===== src/rtl/vending_machine_change.sv =====
// Vending controller with configurable price and greedy change return.
// Accepts nickels, dimes and quarters, vends once the price is reached and
// pays back any remaining credit as dimes first, then a final nickel.
// A cancel request reuses the same change path to refund the whole credit.

module vending_machine_change #(
    parameter int PRICE      = 15,
    parameter int MAX_CREDIT = 100,
    parameter int CREDIT_W   = 8
) (
    input  logic                clk,
    input  logic                rstn,
    input  logic                N,
    input  logic                D,
    input  logic                Q,
    input  logic                cancel,
    output logic                open,
    output logic                ret_nickel,
    output logic                ret_dime,
    output logic                coin_reject,
    output logic                busy,
    output logic [CREDIT_W-1:0] credit
);

    // Sum width has one spare bit so credit plus the largest coin never wraps.
    localparam int SUM_W = CREDIT_W + 1;

    localparam logic [SUM_W-1:0]    PriceSum  = SUM_W'(PRICE);
    localparam logic [SUM_W-1:0]    MaxSum    = SUM_W'(MAX_CREDIT);
    localparam logic [SUM_W-1:0]    Nickel    = SUM_W'(5);
    localparam logic [SUM_W-1:0]    Dime      = SUM_W'(10);
    localparam logic [SUM_W-1:0]    Quarter   = SUM_W'(25);
    localparam logic [CREDIT_W-1:0] FiveCr    = CREDIT_W'(5);
    localparam logic [CREDIT_W-1:0] TenCr     = CREDIT_W'(10);
    localparam logic [CREDIT_W-1:0] ZeroCr    = '0;

    typedef enum logic [1:0] {
        COLLECT = 2'd0,
        VEND    = 2'd1,
        CHANGE  = 2'd2
    } state_t;

    state_t              state_q;
    state_t              state_d;
    logic [CREDIT_W-1:0] credit_q;
    logic [CREDIT_W-1:0] credit_d;
    logic                reject_d;

    logic                open_q;
    logic                ret_nickel_q;
    logic                ret_dime_q;
    logic                coin_reject_q;
    logic                busy_q;

    logic                coinPresent;
    logic [SUM_W-1:0]    coinValue;
    logic [SUM_W-1:0]    sum;

    // Pick the single coin that counts this edge: the most valuable one wins.
    always_comb begin
        coinPresent = N | D | Q;
        coinValue   = '0;
        if (Q) begin
            coinValue = Quarter;
        end else if (D) begin
            coinValue = Dime;
        end else if (N) begin
            coinValue = Nickel;
        end
        sum = {1'b0, credit_q} + coinValue;
    end

    // Next-state and next-credit decision for collect, vend and change phases.
    always_comb begin
        state_d  = state_q;
        credit_d = credit_q;
        reject_d = 1'b0;
        case (state_q)
            COLLECT: begin
                if (cancel) begin
                    reject_d = coinPresent;
                    if (credit_q != ZeroCr) begin
                        state_d = CHANGE;
                    end
                end else if (coinPresent) begin
                    if (sum > MaxSum) begin
                        reject_d = 1'b1;
                    end else if (sum >= PriceSum) begin
                        credit_d = CREDIT_W'(sum - PriceSum);
                        state_d  = VEND;
                    end else begin
                        credit_d = CREDIT_W'(sum);
                    end
                end
            end
            VEND: begin
                reject_d = coinPresent;
                if (credit_q != ZeroCr) begin
                    state_d = CHANGE;
                end else begin
                    state_d = COLLECT;
                end
            end
            CHANGE: begin
                reject_d = coinPresent;
                if (credit_q >= TenCr) begin
                    credit_d = credit_q - TenCr;
                end else if (credit_q >= FiveCr) begin
                    credit_d = credit_q - FiveCr;
                end else begin
                    credit_d = ZeroCr;
                end
                if (credit_d == ZeroCr) begin
                    state_d = COLLECT;
                end
            end
            default: begin
                state_d  = COLLECT;
                credit_d = ZeroCr;
            end
        endcase
    end

    // State, credit and all outputs are registered; outputs follow the state being entered.
    always_ff @(posedge clk or negedge rstn) begin
        if (!rstn) begin
            state_q       <= COLLECT;
            credit_q      <= ZeroCr;
            open_q        <= 1'b0;
            ret_nickel_q  <= 1'b0;
            ret_dime_q    <= 1'b0;
            coin_reject_q <= 1'b0;
            busy_q        <= 1'b0;
        end else begin
            state_q       <= state_d;
            credit_q      <= credit_d;
            open_q        <= (state_d == VEND);
            busy_q        <= (state_d != COLLECT);
            ret_dime_q    <= (state_d == CHANGE) && (credit_d >= TenCr);
            ret_nickel_q  <= (state_d == CHANGE) && (credit_d < TenCr) && (credit_d >= FiveCr);
            coin_reject_q <= reject_d;
        end
    end

    assign open        = open_q;
    assign ret_nickel  = ret_nickel_q;
    assign ret_dime    = ret_dime_q;
    assign coin_reject = coin_reject_q;
    assign busy        = busy_q;
    assign credit      = credit_q;

endmodule


===== config.mk =====
export PLATFORM = sky130hd
export DESIGN_NAME = vending_machine_change
export DESIGN_NICKNAME = d
export VERILOG_FILES = /design/src/rtl/vending_machine_change.sv
export SDC_FILE = /design/constraint.sdc
export NUM_CORES = 1
export LEC_CHECK = 0
export ABC_AREA = 1
export CORE_ASPECT_RATIO = 1.5
export CORE_MARGIN = 2
export CORE_UTILIZATION = 40
export DETAILED_ROUTE_END_ITERATION = 8
export DONT_BUFFER_PORTS = 1
export GPL_TIMING_DRIVEN = 0
export PLACE_DENSITY = 0.6
export SETUP_SLACK_MARGIN = 0.1
export SYNTH_ARGS = -nofsm -noshare
export SYNTH_HDL_FRONTEND = slang
export SYNTH_SLANG_ARGS = --single-unit

===== constraint.sdc =====
create_clock -name clk -period 8.6 [get_ports clk]
set_clock_uncertainty 0.1 [all_clocks]
set_input_delay 0.43 -clock clk [delete_from_list [all_inputs] [get_ports clk]]
set_output_delay 0.43 -clock clk [all_outputs]
set_load 0.01 [all_outputs]

==> metrics.yaml <==
cp.arrival_ns: 3.42
status: "completed"
rows: 32
antenna_left: 0
grt_usage_pct: 20.1
die_w_um: 62.8
place.port_buffers: 0
ys_warn_count: 0
die_area_mm2: 0.00579
ys_seq_area_share_pct: 18.1
pre_cts_slack_ns: 5.23
initial_core_util_pct: 40.8
min_period_ns: 3.34
ff2ff_setup_slack_ns: 5.26
finalSetupTns_ns: 0
critPathLaunch: "credit[1]$_DFF_PN0_"
synthSimpleGateAreaFrac_pct: 43.6
fmax_mhz: 300
wl_met2_mm: 3.07
synthAdderAreaFrac_pct: 11.8
path_buf_inv: 4
grt_pass1_wl_mm: 9.04
cap_violations: 0
ys.flop_type: "dfrtp_1"
slew_headroom_pct: 56.3
syn_inst: 319
drive_above_1_share_pct: 14.5
wl_per_cell_um: 13.8
dp.cells: 387
crit_family: "simple AND/OR/NAND/NOR gates"
slew_violations: 0
vias: 2006
synth_edf_count: 0
synth-seq-cells: 15
final_nets: 350
crit_chain: "inv_1 -> fa_1 -> inv_1 -> ha_1 -> inv_1 -> nor2_1 -> nand3_2 -> nand2_1 -> inv_2 -> nand2_4 -> nor2_8 -> nand2_4 -> nand3b_1 -> nand2_1 -> nand2_1 -> nand2_1 -> nand2_1 -> nand2_1 -> nor2_1 -> nand2_1 -> nor2_1"
synth_area_per_cell_um2: 6.50
peakVddDrop_v: 0.000183
cts_resized: 0
route.detailed.drc: 0
setup_viol: 0
synthArstFlopShare_pct: 100
rsz0062_at_grt: "no"
hpwlAfterDp_mm: 4.51
top_layer: "met4"
cts_tree: "yes"
required_ns: 8.68
clkSinkCount: 15
syn_to_final_growth_pct: 6.82
fp.coreArea_mm2: 0.00508
wl_met3_um: 227
cp_num_cells: 21
powerDensity_mw_per_mm2: 459
hold_class: "in -> reg"
viasPerCell: 5.12
end_kind: "register"
io_pins: 19
met1_length_mm: 1.91
cts_buffer_depth: 2
cp_max_fo: 9
r2r-start: "credit[1]$_DFF_PN0_"
grt_antenna_before_repair: 0
timing_hold_violations_final: 0
die_h_um: 92.2
htree_levels: 1
cts_made_buffers: 3
synth-compound-area-share_pct: 11.4
nFillCells: 562
clock_latency_ns: 0.25
grt_max_degree: 16
synth_xor_area_share_pct: 4.22
overflow: 0
p_leak_uw: 0.00120
clockRootBuffer: "clkbuf_8"
wl_mm: 5.42
synth.net_count: 344
drt_pass1_iterations: 4
gp_congestion: 0.868
grt_pass1_vias: 2006
setup_slack_ns: 5.26
rr_worst_depth: 21
slowest_delay_ns: 0.70
cp_common_cell: "nand2_1"
setup.worst_path.class: "reg -> reg"
synth_top_family_by_area: "simple AND/OR/NAND/NOR gates"
finalNonFillerCells: 392
muxShareOfSynthArea_pct: 0
cp_slowest_cell: "fa_1"
syn_area_mm2: 0.00207
clk_pin_slew_worst_paths_ns: 0.06
holdPathStages: 5
n_antenna_cell: 0
ys_types: 34
holdWs_ns: 0.383
worst_pin_slew_ns: 0.653
initialDrtViolationCount: 94
startpoint_type: "register"
rr_endpoint: "ret_nickel$_DFF_PN0_"
fin_crit_sh_pct: 38.8
crit_end: "ret_nickel$_DFF_PN0_"
## worst reg2reg max path, cell delays in order, from the launching register on
cell,delay [ns]
dfrtp_1,0.54
inv_1,0.26
fa_1,0.70
inv_1,0.09
ha_1,0.19
inv_1,0.07
nor2_1,0.06
nand3_2,0.10
nand2_1,0.07
inv_2,0.07
nand2_4,0.06
nor2_8,0.13
nand2_4,0.10
nand3b_1,0.10
nand2_1,0.05
nand2_1,0.06
nand2_1,0.05
nand2_1,0.08
nand2_1,0.07
nor2_1,0.14
nand2_1,0.07
nor2_1,0.10
## cells in the mapped netlist, types with 4 or more instances
master	count	share of area [%]
ha_1	18	11
nor2_4	4	2.2
o21ai_0	4	0.97
inv_2	8	1.4
nand2_2	8	2.4
nor2_1	22	4.0
o22ai_1	4	1.2
nand2_1	90	16
xor2_1	7	3.0
nand4_1	4	1.2
nand3_1	30	7.2
dfrtp_1	15	18
a21oi_1	18	4.3
inv_1	45	8.1
nand3_2	6	2.9
## cell usage in the layout, fill, tap and decap left out, types with 2 or more instances in the layout
cell type	instances
buf_6	2
nor2_2	3
xnor2_1	3
nand2_2	8
o22ai_1	4
nor2_1	22
nor2_4	4
a22oi_1	2
a21oi_2	3
o21ai_2	2
nand3_1	30
nand3b_1	3
inv_2	8
nand4_1	4
nand2_4	3
o21ai_0	4
clkbuf_8	3
inv_1	45
nand3_2	6
ha_1	18
dfrtp_1	15
nor3_1	3
o21ai_1	3
a21oi_1	18
nand2_1	90
xor2_1	7
## stage by stage
step           area, µm²  utilization (%)  total power (µW)
2_1_floorplan       2070                -               795
3_3_place_gp        2160             42.5               951
3_5_place_dp        2160             42.5               958
4_1_cts             2220             43.6              1020
5_1_grt             2220             43.6              1140
6_report            2220             43.6              1020
## report_power, final
group | switching [µW] | internal (µW) | leakage, µW | total [µW]
registers | 62.7 | 105 | 0.000189 | 167
clock network | 25.1 | 32.1 | 0.0000255 | 57.2
logic | 516 | 277 | 0.000981 | 793
## worst min path at each step
stage / start / endpoint
after floorplan: rstn / busy$_DFF_PN0_
after global placement: rstn / open$_DFF_PN0_
after detailed placement: rstn / open$_DFF_PN0_
after CTS: cancel / credit[6]$_DFF_PN0_
after global routing: cancel / credit[6]$_DFF_PN0_
final: cancel / credit[6]$_DFF_PN0_
## layout make-up
type	instances	area, µm²	area share [%]
inverter	54	203	9.15
multi-input combinational	248	1470	66.5
clock inverter	1	5.00	0.226
clock buffer	3	41.3	1.86
timing repair buffer	1	10.0	0.452
buffer	2	22.5	1.02
sequential	15	375	16.9
tap	68	85.1	3.84
## state kept, by name, indices dropped and copies added, names as in the netlist
register     cells
state_q          2
ret_nickel       1
credit           8
busy             1
open             1
ret_dime         1
coin_reject      1
## layer usage
| metal | up-vias | GRT usage, % |
|---|---|---|
| met3 | 17 | 2.21 |
| met5 | - | 0 |
| met1 | 915 | 18.9 |
| met4 | 0 | 13.5 |
| li1 | 1030 | - |
| met2 | 44 | 39.6 |
## kinds of logic (layout without fill, tap and decap cells)
| group | count (synthesis) | count (layout) |
|---|---|---|
| adders and majority gates | 19 | 19 |
| and+or+nand+nor | 180 | 180 |
| DFF | 15 | 15 |
| AOI/OAI and AO/OA | 39 | 39 |
| xor gates and xnor gates | 10 | 10 |
| buffers and inverters | 56 | 61 |
## timing repair
action / in CTS / in global routing
endpoints found under the hold margin: 15 / 0
hold buffers: 1 / 0
buffers inserted: 0 / 0
Power figures use the tool's default switching activity.
